### src/rtl/country_sensor.sv
// Country-road vehicle sensor: synchronizes and debounces an inductive-loop
// detector, keeps a queue of waiting vehicles, and raises a request to the controller.
module country_sensor #(
  parameter int unsigned DEB_CYCLES    = 4,
  parameter int unsigned DEPART_CYCLES = 8,
  parameter int unsigned CNT_W         = 4
) (
  input  logic             clock,
  input  logic             clear,
  input  logic             det_raw,
  input  logic [1:0]       cntry,
  output logic             x,
  output logic [CNT_W-1:0] queue_cnt,
  output logic             ovf,
  output logic             bad_state
);

  typedef enum logic [1:0] {
    CNTRY_RED    = 2'd0,
    CNTRY_YELLOW = 2'd1,
    CNTRY_GREEN  = 2'd2,
    CNTRY_BAD    = 2'd3
  } cntry_e;

  localparam logic [3:0]       DEB_LAST = 4'(DEB_CYCLES - 1);
  localparam logic [7:0]       DEP_LAST = 8'(DEPART_CYCLES - 1);
  localparam logic [CNT_W-1:0] Q_MAX    = '1;

  logic             s1, s2;
  logic             level, level_nxt;
  logic [3:0]       deb_cnt, deb_nxt;
  logic [7:0]       timer, timer_nxt;
  logic [CNT_W-1:0] q_nxt;
  logic             ovf_nxt;
  logic             arrival, depart;

  always_comb begin
    deb_nxt   = '0;
    level_nxt = level;
    arrival   = 1'b0;
    if (s2 != level) begin
      if (deb_cnt == DEB_LAST) begin
        // The edge that would reach DEB_CYCLES toggles the level instead.
        level_nxt = ~level;
        arrival   = ~level;
      end else begin
        deb_nxt = deb_cnt + 4'd1;
      end
    end
  end

  always_comb begin
    timer_nxt = '0;
    depart    = 1'b0;
    if (cntry == CNTRY_GREEN && queue_cnt != '0) begin
      if (timer == DEP_LAST) depart = 1'b1;
      else timer_nxt = timer + 8'd1;
    end
  end

  always_comb begin
    q_nxt   = queue_cnt;
    ovf_nxt = ovf;
    if (arrival && !depart) begin
      if (queue_cnt == Q_MAX) ovf_nxt = 1'b1;
      else q_nxt = queue_cnt + CNT_W'(1);
    end else if (depart && !arrival) begin
      q_nxt = queue_cnt - CNT_W'(1);
    end
  end

  always_ff @(posedge clock or negedge clear) begin
    if (!clear) begin
      s1        <= 1'b0;
      s2        <= 1'b0;
      level     <= 1'b0;
      deb_cnt   <= '0;
      timer     <= '0;
      queue_cnt <= '0;
      ovf       <= 1'b0;
      bad_state <= 1'b0;
    end else begin
      s1        <= det_raw;
      s2        <= s1;
      level     <= level_nxt;
      deb_cnt   <= deb_nxt;
      timer     <= timer_nxt;
      queue_cnt <= q_nxt;
      ovf       <= ovf_nxt;
      bad_state <= bad_state | (cntry == CNTRY_BAD);
    end
  end

  assign x = (queue_cnt != '0);

endmodule

### config.mk
export PLATFORM = sky130hd
export DESIGN_NAME = country_sensor
export DESIGN_NICKNAME = d
export VERILOG_FILES = /design/src/rtl/country_sensor.sv
export SDC_FILE = /design/constraint.sdc
export NUM_CORES = 1
export LEC_CHECK = 0
export CAP_MARGIN = 20
export CORE_MARGIN = 4
export CORE_UTILIZATION = 58
export CTS_BUF_LIST = sky130_fd_sc_hd__clkbuf_8 sky130_fd_sc_hd__clkbuf_16
export CTS_CLUSTER_DIAMETER = 200
export DETAILED_ROUTE_END_ITERATION = 16
export PLACE_DENSITY = 0.82
export SLEW_MARGIN = 10
export SYNTH_ARGS = -nofsm -noshare
export SYNTH_HDL_FRONTEND = slang
export SYNTH_SLANG_ARGS = --single-unit
### constraint.sdc
create_clock -name clock -period 3.45 [get_ports clock]
set_clock_uncertainty 0.05 [all_clocks]
set_input_delay 1.035 -clock clock [delete_from_list [all_inputs] [get_ports clock]]
set_output_delay 1.035 -clock clock [all_outputs]
set_load 0.03 [all_outputs]
==> flow_summary.toml <==
[outcome]
status = "finished clean"

[worst_setup_path]
r2r_end = "queue_cnt[3]"
worstPathArrival_ns = 3.22
r2r_cells = 10
path_max_fanout = 6
ff2ff_setup_slack_ns = 0.80
worstReg2RegStart = "deb_cnt[0]"
crit_chain = "clkdlybuf4s50_1 > nor2b_1 > nand4_4 > nand2_1 > ha_1 > a21oi_1 > nand2_1 > nor3_1 > a31oi_1 > o22ai_1"
critPathSlowestCell = "clkdlybuf4s50_1"
cpLargestDelayFamily = "simple AND/OR/NAND/NOR gates"
crit_required_ns = 3.58
end_kind = "register"
crit_path_start_kind = "input pin"
critPathKind = "input pin to register"
path_buf_inv = 1
path_common_cell = "nand2_1"
slowest_delay_ns = 0.47

[global_route]
grt_start_max_net_pins = 22
grt_overflow = 0
grt_pass1_wl_um = 2970
antenna_found_initial = 0
grt.total_usage = 0.160
grt_pass1_vias = 694

[sta]
fin_hold_ws_ns = 0.303
fmax_ghz = 0.323
slew_violations = 0
setup_viol = 0
setup_tns_ns = 0
worst_pin_slew_ns = 0.920
slew-limit-headroom = 0.385
hold_viol = 0
final.period_utilization = 0.897
rsz0062_at_grt = "false"
min_period_ns = 3.09

[synth]
syn-num-nets = 97
yosysWarnings = 0
ys_seq_area_frac = 0.502
synth_area_per_cell_um2 = 12.0
yosysTopAreaCell = "dfrtp_1"
syn_inst = 87
synth_cell_types = 31
yosysTopAreaCellShare = 0.502
ys_ff_latch = 21
synth.area.top_cells = "dfrtp_1 (50%), xor2_1 (6.7%), ha_1 (4.8%)"
synth_area_um2 = 1050

[job]
drv_cap = 0

[final_layout]
diodes = 0
area_growth_syn_to_layout_pct = 17.5
drive_above_1_share = 0.129
fin_nets = 112
nFillCells = 134
fin_util = 0.712
fin_cells = 126

[pwr]
intPower_uw = 513
pwr-share-clk = 0.201
p_switching_uw = 302
ir_drop_uv = 331
p_total_uw = 815
leakage_uw = 0.000535
power.density_nw_per_um2 = 663
swShare = 0.370
seqPwrFrac = 0.422
p_comb_frac = 0.377

[floorplanning]
core_area_um2 = 1730
num_rows = 15
ios = 12
dieHeight_um = 50.5
die_area_um2 = 2550
dieWidth_um = 50.5
start_util = 0.606

[clock_network]
cts_sinks = 21
ctsResizeCount = 0
cts_root_buffer = "clkbuf_8"
cts.clk_slew.worst_paths_ns = 0.08
htree_levels = 1
post-cts-setup-buffer-count = 0
cts_buffers = 3
holdBufCountCts = 0
cts_tree = "built"
cts_buffer_depth = 2
clock_latency_ns = 0.26

[placed_design]
port_buffers = 11
dp_cells = 122
gp_congestion = 0.761

[hold_path]
min_to = "s2"
hold_depth = 0
worstHoldPathType = "register to register"
hold_start = "s1"

[route]
routed_wl_um = 1720
vias = 688
drc = 0
post_drt_wl_per_cell_um = 13.7
first_iter_violations = 10
antenna_left = 0
firstDrtPassIters = 2
post_drt_via_cell_ratio = 5.46
-- routing by layer --
layer / track usage / vias up / wire (um)
met5: 0 / - / 0
met4: 0.121 / 0 / 53
met3: 0.0297 / 5 / 59
met2: 0.259 / 12 / 849
met1: 0.186 / 338 / 761
li1: - / 333 / -
-- power by group through the flow --
| stage | Clock [uW] | Sequential (uW) | Combinational (uW) |
|---|---|---|---|
| 6_report | 164 | 344 | 307 |
| 5_1_grt | 178 | 355 | 331 |
| 4_1_cts | 166 | 345 | 310 |
| 3_5_place_dp | 0 | 350 | 309 |
| 3_3_place_gp | 0 | 345 | 296 |
| 2_1_floorplan | 0 | 385 | 166 |
-- Yosys cell counts --
library cell,n
a21o_1,2
nand3_1,7
buf_2,1
nor2_1,10
a21oi_1,2
a31oi_1,1
xnor2_1,2
nand2_1,4
mux2_2,1
and3b_1,2
nand4_4,1
and3_1,2
o31ai_1,1
nand4_1,1
xor2_1,8
mux2_4,2
o21ai_4,1
ha_1,4
or4_4,1
nand2b_1,1
nor3_1,2
dfrtp_1,21
nor2b_1,2
o21bai_1,1
nand3b_1,1
fa_1,1
nor3b_2,1
nor4_4,1
nand3_4,1
inv_1,1
o22ai_1,1
-- stage by stage --
step / instance area, um2 / worst slack [ns]
after floorplan: 1050 / 0.848
after detailed placement: 1180 / 0.0635
after global placement: 1180 / 0.245
after global routing: 1230 / 0.153
final: 1230 / 0.356
after CTS: 1230 / 0.341
-- sequential cells by signal (all words and copies together) (netlist names) --
name       flops
bad_state      1
deb_cnt        4
level          1
ovf            1
queue_cnt      4
s1             1
s2             1
timer          8
-- cells by family (layout without fill, tap and decap cells) --
family / count (synthesis) / count (layout) / share of synthesized area
buffers and inverters: 2 / 16 / 0.00837
XOR/XNOR: 10 / 10 / 0.0837
adder cells (fa/ha/maj): 5 / 5 / 0.0670
multiplexers: 3 / 3 / 0.0395
flip-flops: 21 / 21 / 0.502
AO/OA/AOI/OAI: 9 / 9 / 0.0658
AND/OR/NAND/NOR: 37 / 37 / 0.233
-- final cells by class --
type	count	area, um2	area share
multi-input cells	64	512	0.416
repair buffers	11	110	0.0896
clock buffers	3	41.3	0.0336
clock inverters	1	5.00	0.00407
well taps	25	31.3	0.0255
inverters	1	3.75	0.00305
flip-flops and latches	21	526	0.428
-- worst max-delay path by stage --
stage	depth (start not counted)	from	end
floorplan	8	cntry[1]	queue_cnt[3]
finish	10	cntry[1]	queue_cnt[3]
CTS	10	cntry[1]	queue_cnt[3]
global route	10	cntry[1]	queue_cnt[3]
detailed placement	10	cntry[1]	queue_cnt[3]
global placement	10	cntry[1]	queue_cnt[3]
-- cells in the final DEF, fill, tap and decap left out, types with 2 or more instances in the layout --
cell type	synthesis	layout
nand3_1	7	7
and3b_1	2	2
mux2_4	2	2
ha_1	4	4
dfrtp_1	21	21
and3_1	2	2
nor2b_1	2	2
xnor2_1	2	2
a21o_1	2	2
nor3_1	2	2
clkbuf_8	0	3
nand2_1	4	4
clkdlybuf4s50_1	0	11
xor2_1	8	8
nor2_1	10	10
a21oi_1	2	2
No activity file was read; power rests on OpenSTA's default activity.
